==> config.mk <==
export PLATFORM = sky130hd
export DESIGN_NAME = muldiv_seq
export DESIGN_NICKNAME = d
export VERILOG_FILES = /design/src/rtl/muldiv_seq_pkg.sv /design/src/rtl/muldiv_seq.sv
export SDC_FILE = /design/constraint.sdc
export NUM_CORES = 1
export LEC_CHECK = 0
export BUFFER_PORTS_ARGS = -buffer_cell sky130_fd_sc_hd__buf_4
export CAP_MARGIN = 40
export CORE_MARGIN = 4
export CORE_UTILIZATION = 65
export DETAILED_ROUTE_END_ITERATION = 10
export PLACE_DENSITY = 0.9
export SYNTH_ARGS = -nofsm -noshare
export SYNTH_HDL_FRONTEND = slang
export SYNTH_SLANG_ARGS = --single-unit
==> constraint.sdc <==
create_clock -name CLK -period 17.6 [get_ports CLK]
set_input_delay 0.88 -clock CLK [delete_from_list [all_inputs] [get_ports CLK]]
set_output_delay 0.88 -clock CLK [all_outputs]
set_load 0.03 [all_outputs]
==> src/rtl/muldiv_seq_pkg.sv <==
// rtl/muldiv_seq_pkg.sv - shared types for the multiply/divide sequencer
//
// Package def: operation encoding, sequencer states and the control-word
// strobe fields that the decoder maps onto the sequencer inputs.
package def;

  // op[1] selects divide, op[0] selects signed
  typedef enum logic [1:0] {
    MULTU = 2'b00,
    MULT  = 2'b01,
    DIVU  = 2'b10,
    DIV   = 2'b11
  } md_op;

  typedef enum logic [1:0] {
    IDLE = 2'b00,
    RUN  = 2'b01,
    FIX  = 2'b10
  } md_state;

  typedef struct packed {
    logic start;
    logic wr_hi;
    logic wr_lo;
    logic rd_req;
    md_op op;
  } ctrl;

endpackage

==> src/rtl/muldiv_seq.sv <==
// rtl/muldiv_seq.sv - iterative multiply/divide sequencer owning HI/LO
//
// Executes MULT/MULTU (radix-2 shift-add) and DIV/DIVU (restoring) in W
// iteration cycles plus one sign-fix cycle, services MTHI/MTLO and stalls
// the pipeline while a result is pending.
//
// Ports:
//   CLK, RESET      clock, asynchronous active-high reset
//   START, OP       launch operation OP on A/B
//   A, B            rs / rt operands
//   WR_HI, WR_LO    MTHI / MTLO strobes (A is the data)
//   RD_REQ          MFHI/MFLO in execute
//   ABORT           kill the operation in flight, suppress strobes in IDLE
//   BUSY            registered, operation in flight
//   STALL           combinational hold request to the hazard logic
//   HI, LO          registered result pair
module muldiv_seq
  import def::*;
#(
  parameter int W = 32
) (
  input  logic         CLK,
  input  logic         RESET,
  input  logic         START,
  input  logic [1:0]   OP,
  input  logic [W-1:0] A,
  input  logic [W-1:0] B,
  input  logic         WR_HI,
  input  logic         WR_LO,
  input  logic         RD_REQ,
  input  logic         ABORT,
  output logic         BUSY,
  output logic         STALL,
  output logic [W-1:0] HI,
  output logic [W-1:0] LO
);

  localparam int CW = (W > 1) ? $clog2(W) : 1;

  md_state        r_state;
  logic           r_busy;
  logic [CW-1:0]  r_cnt;
  logic [2*W-1:0] r_work;     // product, or remainder:quotient
  logic [W-1:0]   r_opd;      // multiplicand or divisor magnitude
  logic [W-1:0]   r_a_raw;    // original dividend for divide-by-zero
  md_op           r_op;
  logic           r_sign_a;
  logic           r_sign_b;
  logic           r_div_zero;
  logic [W-1:0]   r_hi;
  logic [W-1:0]   r_lo;

  ctrl            w_ctrl;
  logic           w_sa;
  logic           w_sb;
  logic [W-1:0]   w_mag_a;
  logic [W-1:0]   w_mag_b;
  logic [W:0]     w_add;
  logic [2*W-1:0] w_mul_next;
  logic [W:0]     w_rem_sh;
  logic [W:0]     w_diff;
  logic           w_ok;
  logic [2*W-1:0] w_div_next;
  logic [2*W-1:0] w_prod;
  logic [W-1:0]   w_fix_hi;
  logic [W-1:0]   w_fix_lo;

  assign w_ctrl = '{start: START, wr_hi: WR_HI, wr_lo: WR_LO,
                    rd_req: RD_REQ, op: md_op'(OP)};

  assign BUSY  = r_busy;
  assign HI    = r_hi;
  assign LO    = r_lo;
  assign STALL = r_busy & (w_ctrl.start | w_ctrl.wr_hi | w_ctrl.wr_lo | w_ctrl.rd_req);

  always_comb begin
    // operand signs only matter for the signed ops
    w_sa    = w_ctrl.op[0] & A[W-1];
    w_sb    = w_ctrl.op[0] & B[W-1];
    w_mag_a = w_sa ? -A : A;
    w_mag_b = w_sb ? -B : B;

    // multiply: add multiplicand into upper half when LSB set, shift right
    w_add      = {1'b0, r_work[2*W-1:W]} + (r_work[0] ? {1'b0, r_opd} : {(W+1){1'b0}});
    w_mul_next = {w_add, r_work[W-1:1]};

    // divide: shift remainder:quotient left, trial-subtract divisor
    w_rem_sh   = r_work[2*W-1:W-1];
    w_diff     = w_rem_sh - {1'b0, r_opd};
    // a set top bit means the shifted remainder already exceeds any divisor
    w_ok       = w_rem_sh[W] | ~w_diff[W];
    w_div_next = {(w_ok ? w_diff[W-1:0] : w_rem_sh[W-1:0]), r_work[W-2:0], w_ok};

    // sign correction
    w_prod   = (r_sign_a ^ r_sign_b) ? -r_work : r_work;
    w_fix_hi = w_prod[2*W-1:W];
    w_fix_lo = w_prod[W-1:0];
    if (r_op[1]) begin
      w_fix_lo = (r_sign_a ^ r_sign_b) ? -r_work[W-1:0] : r_work[W-1:0];
      w_fix_hi = r_sign_a ? -r_work[2*W-1:W] : r_work[2*W-1:W];
      if (r_div_zero) begin
        w_fix_hi = r_a_raw;
        w_fix_lo = {W{1'b1}};
      end
    end
  end

  always_ff @(posedge CLK or posedge RESET) begin
    if (RESET) begin
      r_state    <= IDLE;
      r_busy     <= 1'b0;
      r_cnt      <= '0;
      r_work     <= '0;
      r_opd      <= '0;
      r_a_raw    <= '0;
      r_op       <= MULTU;
      r_sign_a   <= 1'b0;
      r_sign_b   <= 1'b0;
      r_div_zero <= 1'b0;
      r_hi       <= '0;
      r_lo       <= '0;
    end else begin
      case (r_state)
        IDLE: begin
          if (ABORT) begin
            r_state <= IDLE;
          end else if (w_ctrl.start) begin
            r_state    <= RUN;
            r_busy     <= 1'b1;
            r_cnt      <= CW'(W - 1);
            r_op       <= w_ctrl.op;
            r_sign_a   <= w_sa;
            r_sign_b   <= w_sb;
            r_a_raw    <= A;
            r_div_zero <= w_ctrl.op[1] & (B == '0);
            r_work     <= {{W{1'b0}}, (w_ctrl.op[1] ? w_mag_a : w_mag_b)};
            r_opd      <= w_ctrl.op[1] ? w_mag_b : w_mag_a;
          end else begin
            if (w_ctrl.wr_hi) r_hi <= A;
            if (w_ctrl.wr_lo) r_lo <= A;
          end
        end
        RUN: begin
          if (ABORT) begin
            r_state <= IDLE;
            r_busy  <= 1'b0;
          end else begin
            r_work <= r_op[1] ? w_div_next : w_mul_next;
            r_cnt  <= r_cnt - 1'b1;
            if (r_cnt == '0) r_state <= FIX;
          end
        end
        FIX: begin
          r_state <= IDLE;
          r_busy  <= 1'b0;
          if (!ABORT) begin
            r_hi <= w_fix_hi;
            r_lo <= w_fix_lo;
          end
        end
        default: begin
          r_state <= IDLE;
          r_busy  <= 1'b0;
        end
      endcase
    end
  end

endmodule

==> qor.yml <==
p_leak_nw: 8.54
hp-class: "input pin to asynchronous set/reset pin"
peakVddDrop_uv: 161
synth-compound-area-share: 0.272
hold_violations: 0
yosysSeqAreaShare: 0.300
core_um2: 25500
slowest_delay_ns: 0.47
cts_tree: "yes"
synth.avg_cell_area_um2: 7.59
path_delay_family: "compound AO/OA/AOI/OAI gates"
crit_cells: 12
drt_first_pass_iters: 11
cts_buffer_depth: 3
routabilityCongestion: 1.03
synth-seq-cells: 204
track_usage: 0.419
synth_top_family_by_area: "compound AO/OA/AOI/OAI gates"
crit_path_frequent_cell: "a21oi_1"
nets: 2418
grt_setup_unrepaired: "no"
dieArea_um2: 28800
synthXorXnorAreaFrac: 0.0865
critPathBufInv: 2
vias: 18400
via_per_inst: 7.00
die-height_um: 170
setup_viol: 0
drive_gt1_frac: 0.109
status: "complete, but fails checks"
antenna_found_initial: 1
cts_sinks: 204
grt_pass1_wl_mm: 95.9
path_clk_slew_ns: 0.06
arrival_ns: 4.44
setup_tns_ns: 0
ant_nets: 0
use_met2: 0.658
layout_common_cells: "nand2_1 (309), o21ai_0 (236), a21oi_1 (206)"
r2r_cells: 12
post-route-min-period_ns: 4.02
finalClockSkew_ns: 0.0246
maxSlewHeadroom: 0.411
synthToLayoutAreaGrowth_pct: 12.0
critPathCaptureType: "register"
ys_types: 81
io_pins: 139
async_reset_ff_frac: 1.00
root_buffer: "clkbuf_16"
synth_cells: 2242
grtUsageMet1: 0.528
wirelength_mm: 62.4
ctsHoldBuffers: 0
fmax_mhz: 249
muxShareOfSynthArea: 0.0280
violations: "design-rule violations"
place_inst: 2576
num_rows: 58
portBuffers: 138
grt_pass1_vias: 17300
tightest_slew_ns: 0.882
synth-warning-count: 0
crit_chain: "inv_1 > ha_1 > fa_1 > nand2b_1 > a21oi_1 > o221ai_1 > o31a_1 > a21oi_1 > a31oi_4 > buf_4 > a32o_1 > a211o_1"
mostFrequentLayoutCell: "nand2_1"
gr-usage-met3: 0.0985
finalNonFillerCells: 2623
startpoint_type: "register"
dp_hpwl_mm: 44.6
initial_utilization: 0.668
synth_edf_count: 0
max_cap_violations: 0
powerDensity_nw_per_um2: 168
post-route-util: 0.748
drtIter0Drc: 2611
synthSimpleGateAreaFrac: 0.208
cts-resized-gates: 0
synth_fa_ha_area_frac: 0.0538
postCtsSetupBuffers: 0
synth_fp_nets: 2387
grt_busiest_layer: "met2"
power_mw: 3.21
critPathSlowestCell: "a21oi_1"
dieWidth_um: 170
grt_start_max_net_pins: 99
numCtsBuffers: 25
clock_latency_ns: 0.56
drc: 1
wl_per_cell_um: 23.8
synth_ff_type: "dfrtp_1"
overflow: 0
synth_area_um2: 17000
slew_viol_final: 0
worst-setup-path-type: "register to register"
crit_fanout: 44
cts.htree.levels: 1
post-route-period-util: 0.229
required_ns: 18.02
Yosys cell counts (all sizes together), types with 17 or more instances:
library cell / n / area [um2]
a211oi: 18 / 140
a21o: 34 / 255
a21oi: 206 / 1030
a22oi: 20 / 150
a31oi: 20 / 131
and3: 25 / 156
buf: 26 / 123
clkbuf: 135 / 510
dfrtp: 204 / 5100
ha: 70 / 876
inv: 66 / 248
mux2i: 42 / 420
nand2: 310 / 1160
nand2b: 22 / 138
nand3: 50 / 250
nor2: 206 / 773
nor3: 36 / 185
nor4: 18 / 134
o211ai: 19 / 143
o21ai: 247 / 1240
o22ai: 42 / 263
o31ai: 28 / 215
or3: 24 / 155
or4: 17 / 139
xnor2: 81 / 709
xor2: 87 / 762
registers in the layout (all words and copies together) (netlist names):
register and cells:
r_work 64, HI 32, LO 32, r_a_raw 32, r_opd 32, r_cnt 5
r_state 2, BUSY 1, r_div_zero 1, r_op 1, r_sign_a 1, r_sign_b 1
through the flow:
stage	area, um2	setup slack [ns]	hold slack (ns)
3_3_place_gp	18100	13.83	0.457
5_1_grt	19100	13.36	0.403
4_1_cts	19100	13.68	0.388
2_1_floorplan	17000	11.15	0.440
6_report	19100	13.58	0.367
3_5_place_dp	18200	13.70	0.464
routing by layer:
metal  wire length, um  up-vias
met2             27500     1372
met4              4910        0
met3              7770      336
met1             22300     8561
met5                 0        -
li1                  -     8104
kinds of logic (layout without fill, tap and decap cells):
family,count (synthesis),after routing
AND/OR/NAND/NOR,771,771
flip-flops,204,204
adder cells (fa/ha/maj),72,72
other,0,1
AO/OA/AOI/OAI,753,753
multiplexers,47,47
buffers and inverters,227,277
XOR/XNOR,168,168
final timing paths:
check | from | endpoint | slack (ns)
setup / recovery | r_work[31]$_DFFE_PP0P_ | r_work[59]$_DFFE_PP0P_ | 13.58
hold / removal | RESET | r_a_raw[22]$_DFFE_PP0P_ | 0.37
setup reg to reg | r_work[31]$_DFFE_PP0P_ | r_work[59]$_DFFE_PP0P_ | 13.58
hold reg to reg | r_a_raw[27]$_DFFE_PP0P_ | r_a_raw[27]$_DFFE_PP0P_ | 0.48
max in group asynchronous | RESET | r_div_zero$_DFFE_PP0P_ | 15.88
min in group CLK | r_a_raw[27]$_DFFE_PP0P_ | r_a_raw[27]$_DFFE_PP0P_ | 0.48
final cells by class:
class | count | area [um2]
inverters | 66 | 255
well taps | 330 | 413
multi-input cells | 1811 | 11100
flip-flops and latches | 204 | 5110
clock buffers | 36 | 747
repair buffers | 165 | 1300
clock inverters | 10 | 143
fillers | 1934 | 6410
diodes | 1 | 2.50
where the power goes:
| group | total, mW | switching [mW] | internal [mW] |
|---|---|---|---|
| Sequential | 0.868 | 0.252 | 0.616 |
| Combinational | 1.78 | 1.10 | 0.681 |
| Clock | 0.561 | 0.221 | 0.340 |
| Total | 3.21 | 1.57 | 1.64 |
worst register-to-register path: stages (launching register included):
cell      delay [ns]
dfrtp_1         0.44
inv_1           0.09
ha_1            0.23
fa_1            0.41
nand2b_1        0.20
a21oi_1         0.24
o221ai_1        0.29
o31a_1          0.44
a21oi_1         0.48
a31oi_4         0.16
buf_4           0.31
a32o_1          0.33
a211o_1         0.27
Power figures use the tool's default switching activity.
